==> config.mk <==
export PLATFORM = sky130hd
export DESIGN_NAME = stream_parity_fifo
export DESIGN_NICKNAME = d
export VERILOG_FILES = /design/src/rtl/stream_fifo_pkg.sv /design/src/rtl/stream_fifo_mem.sv /design/src/rtl/stream_parity_fifo.sv
export SDC_FILE = /design/constraint.sdc
export NUM_CORES = 1
export LEC_CHECK = 0
export ABC_AREA = 1
export CORE_UTILIZATION = 42
export CTS_CLUSTER_DIAMETER = 80
export DETAILED_ROUTE_END_ITERATION = 8
export HOLD_SLACK_MARGIN = 0.08
export MAX_ROUTING_LAYER = met4
export PLACE_DENSITY_LB_ADDON = 0.08
export SLEW_MARGIN = 20
export SYNTH_ARGS = -nofsm -noshare
export SYNTH_HDL_FRONTEND = slang
export SYNTH_SLANG_ARGS = --single-unit
==> constraint.sdc <==
create_clock -name clk -period 4.1 [get_ports clk]
set_clock_uncertainty 0.15 [all_clocks]
set_input_delay 0.41 -clock clk [delete_from_list [all_inputs] [get_ports clk]]
set_output_delay 0.41 -clock clk [all_outputs]
set_load 0.005 [all_outputs]
==> src/rtl/stream_fifo_pkg.sv <==
// Shared helpers for the stream FIFO: pointer sizing and the even-parity function.
package stream_fifo_pkg;

    // Parity inputs are zero-extended to this width; extension never changes parity.
    localparam int PARITY_MAX_W = 1024;

    function automatic int ptr_width(input int depth);
        return $clog2(depth) + 1;
    endfunction

    function automatic logic even_parity(input logic [PARITY_MAX_W-1:0] d);
        return ^d;
    endfunction

endpackage

==> src/rtl/stream_fifo_mem.sv <==
// Flop-array storage: one synchronous write port, one combinational read port, no reset.
module stream_fifo_mem #(
    parameter int  WIDTH = 33,
    parameter int  DEPTH = 16,
    localparam int AW    = $clog2(DEPTH)
) (
    input  logic             clk,
    input  logic             we,
    input  logic [AW-1:0]    waddr,
    input  logic [WIDTH-1:0] wdata,
    input  logic [AW-1:0]    raddr,
    output logic [WIDTH-1:0] rdata
);

    logic [WIDTH-1:0] mem [DEPTH];

    always_ff @(posedge clk) begin
        if (we) mem[waddr] <= wdata;
    end

    assign rdata = mem[raddr];

endmodule

==> src/rtl/stream_parity_fifo.sv <==
// Valid/ready elastic buffer with occupancy count and optional per-beat even-parity check.
module stream_parity_fifo
    import stream_fifo_pkg::*;
#(
    parameter int WIDTH         = 32,
    parameter int DEPTH         = 16,
    parameter bit ENABLE_PARITY = 1'b0
) (
    input  logic                       clk,
    input  logic                       rst,
    input  logic [WIDTH-1:0]           data_in,
    input  logic                       valid_in,
    output logic                       ready_out,
    output logic [WIDTH-1:0]           data_out,
    output logic                       valid_out,
    input  logic                       ready_in,
    output logic [$clog2(DEPTH+1)-1:0] count,
    output logic                       parity_err
);

    localparam int PTR_W = ptr_width(DEPTH);
    localparam int MEM_W = WIDTH + (ENABLE_PARITY ? 1 : 0);

    typedef struct packed {
        logic             wrap;
        logic [PTR_W-2:0] idx;
    } ptr_t;

    ptr_t             wr_ptr, rd_ptr;
    logic             full, empty, push, pop;
    logic [MEM_W-1:0] wdata, rdata;

    // Wrap bit distinguishes full from empty when the indices coincide.
    assign empty     = (wr_ptr == rd_ptr);
    assign full      = (wr_ptr.idx == rd_ptr.idx) && (wr_ptr.wrap != rd_ptr.wrap);
    assign ready_out = !full;
    assign valid_out = !empty;
    assign push      = valid_in && ready_out;
    assign pop       = valid_out && ready_in;

    always_ff @(posedge clk or posedge rst) begin
        if (rst) begin
            wr_ptr <= '0;
            rd_ptr <= '0;
            count  <= '0;
        end else begin
            if (push) wr_ptr <= ptr_t'(wr_ptr + 1'b1);
            if (pop)  rd_ptr <= ptr_t'(rd_ptr + 1'b1);
            case ({push, pop})
                2'b10:   count <= count + 1'b1;
                2'b01:   count <= count - 1'b1;
                default: count <= count;
            endcase
        end
    end

    stream_fifo_mem #(
        .WIDTH (MEM_W),
        .DEPTH (DEPTH)
    ) u_mem (
        .clk   (clk),
        .we    (push),
        .waddr (wr_ptr.idx),
        .wdata (wdata),
        .raddr (rd_ptr.idx),
        .rdata (rdata)
    );

    assign data_out = rdata[WIDTH-1:0];

    generate
        if (ENABLE_PARITY) begin : g_par
            logic par_mismatch;

            // Stored bit rides above the payload in the same entry.
            assign wdata        = {even_parity(PARITY_MAX_W'(data_in)), data_in};
            assign par_mismatch = even_parity(PARITY_MAX_W'(data_out)) != rdata[WIDTH];

            always_ff @(posedge clk or posedge rst) begin
                if (rst) parity_err <= 1'b0;
                else     parity_err <= pop && par_mismatch;
            end
        end else begin : g_nopar
            assign wdata      = data_in;
            assign parity_err = 1'b0;
        end
    endgenerate

endmodule

==> impl_metrics.prom <==
# TYPE chip_impl_metric gauge
chip_impl_info{name="classification_of_the_worst_slack_hold_path",value="reg -> reg"} 1
chip_impl_metric{name="final_cells",unit=""} 2672
chip_impl_metric{name="drt_drc_violations_left",unit=""} 0
chip_impl_metric{name="cellPowerDensity",unit="nW/um2"} 708
chip_impl_metric{name="layout.area.seq",unit="um2"} 15800
chip_impl_metric{name="synth_compound_gate_area_share",unit="%"} 5.29
chip_impl_metric{name="syn-mean-instance-area",unit="um2"} 11.4
chip_impl_metric{name="detail_route.wirelength.met1",unit="um"} 25200
chip_impl_metric{name="design.core.area",unit="um2"} 50400
chip_impl_metric{name="yosysUniqueCellTypes",unit=""} 23
chip_impl_metric{name="required",unit="ns"} 3.54
chip_impl_info{name="combinational_family_with_the_most_area_after_synthesis",value="simple AND/OR/NAND/NOR gates"} 1
chip_impl_metric{name="syn-cell-area",unit="um2"} 21600
chip_impl_metric{name="cts_max_level",unit=""} 2
chip_impl_metric{name="rows",unit=""} 82
chip_impl_metric{name="met2_wirelength",unit="um"} 26800
chip_impl_metric{name="final_antenna_net_count",unit=""} 0
chip_impl_metric{name="via_count_of_the_first_global_routing_pass",unit=""} 13600
chip_impl_metric{name="globalRouteTotalUtil",unit="%"} 22.1
chip_impl_metric{name="yosysWarningCount",unit=""} 0
chip_impl_metric{name="maximum_cell_stage_delay_along_the_critical_path",unit="ns"} 0.62
chip_impl_metric{name="viasPerCell",unit=""} 5.14
chip_impl_metric{name="multi_input_comb_area",unit="um2"} 5290
chip_impl_info{name="ys_dominant_reg_cell",value="sky130_fd_sc_hd__edfxtp_1"} 1
chip_impl_info{name="r2r-start",value="rd_ptr[1]"} 1
chip_impl_metric{name="grt_antenna_before_repair",unit=""} 1
chip_impl_info{name="critical_path.startpoint",value="rd_ptr[0]"} 1
chip_impl_metric{name="clockBufferDepth",unit=""} 3
chip_impl_metric{name="postSynthNetCount",unit=""} 1946
chip_impl_info{name="tritoncts",value="built"} 1
chip_impl_metric{name="die_x",unit="um"} 229
chip_impl_metric{name="post-synth-top-area-fraction",unit="%"} 71.3
chip_impl_metric{name="die_height",unit="um"} 229
chip_impl_metric{name="slew_viol_final",unit=""} 0
chip_impl_metric{name="met3WireLength",unit="um"} 2520
chip_impl_metric{name="layout_min_cycle_time",unit="ns"} 4.01
chip_impl_info{name="top_layer_used",value="met4"} 1
chip_impl_metric{name="synth.area.mux_share",unit="%"} 0
chip_impl_metric{name="setup.reg_to_reg.worst_slack",unit="ns"} 0.90
chip_impl_metric{name="post-place-cells",unit=""} 2575
chip_impl_metric{name="achievable-frequency",unit="MHz"} 249
chip_impl_info{name="status",value="completed"} 1
chip_impl_metric{name="grt-ovfl-total",unit=""} 0
chip_impl_info{name="crit_chain",value="buf_16 > nor2_1 > nor2_1 > o21ai_0 > nand3_1 > nand3_1 > nand2_1 > clkdlybuf4s50_1"} 1
chip_impl_metric{name="drt_first_iter_violations",unit=""} 1193
chip_impl_metric{name="area_growth",unit="%"} 15.4
chip_impl_info{name="setup_repair_after_global_routing_missed_its_margin",value="false"} 1
chip_impl_metric{name="total_of_max_cap_violations",unit=""} 0
chip_impl_info{name="critical_path.slowest_cell",value="sky130_fd_sc_hd__dfrtp_4"} 1
chip_impl_metric{name="grt_first_pass_wirelength",unit="um"} 84200
chip_impl_metric{name="drt_pass1_iterations",unit=""} 5
chip_impl_metric{name="filler_cell_count_in_the_final_layout",unit=""} 4501
chip_impl_metric{name="postRouteWirelength",unit="um"} 55500
chip_impl_metric{name="setup_total_negative_slack",unit="ns"} 0
chip_impl_info{name="synthMostInstantiatedCell",value="sky130_fd_sc_hd__edfxtp_1"} 1
chip_impl_info{name="type_of_origin_of_the_critical_path",value="register"} 1
chip_impl_metric{name="timing.critical_path.fanout_max",unit=""} 192
chip_impl_info{name="netlist.top_cell.by_area",value="sky130_fd_sc_hd__edfxtp_1"} 1
chip_impl_metric{name="seq_area_frac_synth",unit="%"} 73.0
chip_impl_metric{name="timing_worst_slew_pin_value",unit="ns"} 1.20
chip_impl_metric{name="weighted_congestion_at_the_end_of_routability_driven_global_placement",unit=""} 0.784
chip_impl_metric{name="synth-adder-area-share",unit="%"} 0.615
chip_impl_metric{name="largest_net_degree_at_the_start_of_global_routing",unit=""} 193
chip_impl_metric{name="final_nets",unit=""} 2008
chip_impl_metric{name="synthesis.instances",unit=""} 1900
chip_impl_info{name="setup.worst_path.class",value="reg -> out"} 1
chip_impl_metric{name="die_area",unit="um2"} 52300
chip_impl_metric{name="ys_ff_latch",unit=""} 527
chip_impl_metric{name="initial_utilization",unit="%"} 42.8
chip_impl_metric{name="final.period_utilization",unit="%"} 97.9
chip_impl_metric{name="vdd_drop_max",unit="mV"} 0.476
chip_impl_metric{name="detail_route.wl_per_cell",unit="um"} 20.8
chip_impl_metric{name="number_of_buffers_created_by_cts",unit=""} 56
chip_impl_metric{name="port-buffer-count",unit=""} 74
chip_impl_metric{name="top_level_ports",unit=""} 76
chip_impl_info{name="critPathCaptureType",value="output pin"} 1
chip_impl_metric{name="clk-insertion-delay-late",unit="ns"} 0.61
chip_impl_info{name="yosys-top-cells-count",value="sky130_fd_sc_hd__edfxtp_1, sky130_fd_sc_hd__nand2_1, sky130_fd_sc_hd__nor2_1"} 1
chip_impl_metric{name="critPathArrivalTime",unit="ns"} 3.45
chip_impl_info{name="cts-root-buf",value="sky130_fd_sc_hd__clkbuf_16"} 1
chip_impl_metric{name="route.vias.total",unit=""} 13700
chip_impl_metric{name="clkSinkCount",unit=""} 527
chip_impl_info{name="worst_hold_startpoint",value="wr_ptr[4]"} 1
chip_impl_metric{name="drive_above_1_share",unit="%"} 6.95
chip_impl_metric{name="dp.final_hpwl",unit="um"} 28800
chip_impl_metric{name="async_reset_ff_share",unit="%"} 2.85
chip_impl_info{name="synth_area_leaders",value="sky130_fd_sc_hd__edfxtp_1, sky130_fd_sc_hd__nand2_1, sky130_fd_sc_hd__nor2_1"} 1
chip_impl_metric{name="p_leak",unit="nW"} 8.96
chip_impl_metric{name="max_slew_headroom_at_the_worst_pin",unit="%"} 19.7
chip_impl_metric{name="timing_hold_violations_final",unit=""} 0
chip_impl_metric{name="synth_edf_count",unit=""} 512
chip_impl_metric{name="post_synthesis_share_of_cell_area_spent_on_xor_and_xnor_gates",unit="%"} 0.365
chip_impl_metric{name="setup-violations-final",unit=""} 0
chip_impl_metric{name="clkTransAtPathRegs",unit="ns"} 0.07
chip_impl_metric{name="share_of_synthesized_cell_area_in_and_or_nand_and_nor_gates",unit="%"} 17.7
## routing by layer
metal / track usage [%] / up-vias
li1: - / 6605
met1: 29.3 / 6745
met2: 36.0 / 295
met3: 3.14 / 85
met4: 5.31 / 0
met5: - / -
## worst max-delay path, delay by kind of cell, from the launching register on
kind / cells / cell delay [ns]
buffers and inverters: 2 / 0.99
and+or+nand+nor: 5 / 0.66
DFF: 1 / 0.62
AOI/OAI and AO/OA: 1 / 0.10
## kinds of logic after synthesis
kind of cell               count (synthesis)
AOI/OAI and AO/OA                        228
xor gates and xnor gates                   9
adders and majority gates                 10
buffers and inverters                    153
DFF                                      527
other                                      1
and+or+nand+nor                          972
## cells in the final DEF (no fill, tap or decap), drive strengths merged
cell type and n:
nand3 112, dlygate4sd3 1, buf 34, dfrtp 15, xor2 5, clkinv 20
inv 49, conb 1, clkdlybuf4s50 74, nand2 481, xnor2 4, a21oi 2
edfxtp 512, clkinvlp 2, ha 9, diode 1, fa 1, nor2 379
o21ai 226, clkbuf 68, bufinv 4
## worst paths after layout
path	cells after the start	endpoint
max	8	data_out[22]
min	2	wr_ptr[4]
max reg2reg	9	u_mem.mem[7][27]
min reg2reg	2	wr_ptr[4]
max in group asynchronous	3	rd_ptr[1]
min in group asynchronous	3	count[2]
## through the flow
stage / worst slack, ns / util, % / power, W / instance area [um2] / hold WS [ns]
5_1_grt: 0.0160 / 49.4 / 0.0187 / 24900 / 0.422
4_1_cts: 0.0930 / 49.4 / 0.0178 / 24900 / 0.368
3_5_place_dp: 0.784 / 46.0 / 0.0130 / 23100 / 0.363
2_1_floorplan: 0.811 / - / 0.0104 / 21600 / 0.161
3_3_place_gp: 0.770 / 46.0 / 0.0130 / 23100 / 0.345
6_report: 0.0866 / 49.4 / 0.0176 / 24900 / 0.382
## where the power goes
| part | leakage, nW | internal [W] | switching (W) |
|---|---|---|---|
| Sequential | 4.81 | 0.00648 | 0.000258 |
| Combinational | 3.31 | 0.00213 | 0.00393 |
| Clock | 0.846 | 0.00280 | 0.00204 |
| Total | 8.96 | 0.0114 | 0.00622 |
## sequential cells by signal, summed over array words and instances (netlist names)
register / flops
u_mem.mem: 512
count: 5
rd_ptr: 5
wr_ptr: 5
## what timing repair did
action / in CTS / in global routing
setup buffers: 0 / 0
gates resized for setup: 0 / 3
hold endpoints to repair: 15 / 0
endpoints found under the setup margin: 0 / 11
hold buffers: 1 / 0
## area by class of cell
| class | instances | area share, % |
|---|---|---|
| repair buffers | 109 | 4.40 |
| diodes | 1 | 0.0101 |
| flip-flops and latches | 527 | 63.3 |
| clock inverters | 27 | 0.935 |
| well taps | 672 | 3.38 |
| multi-input cells | 1220 | 21.2 |
| inverters | 48 | 0.754 |
| clock buffers | 68 | 5.98 |
Power figures use the tool's default switching activity.
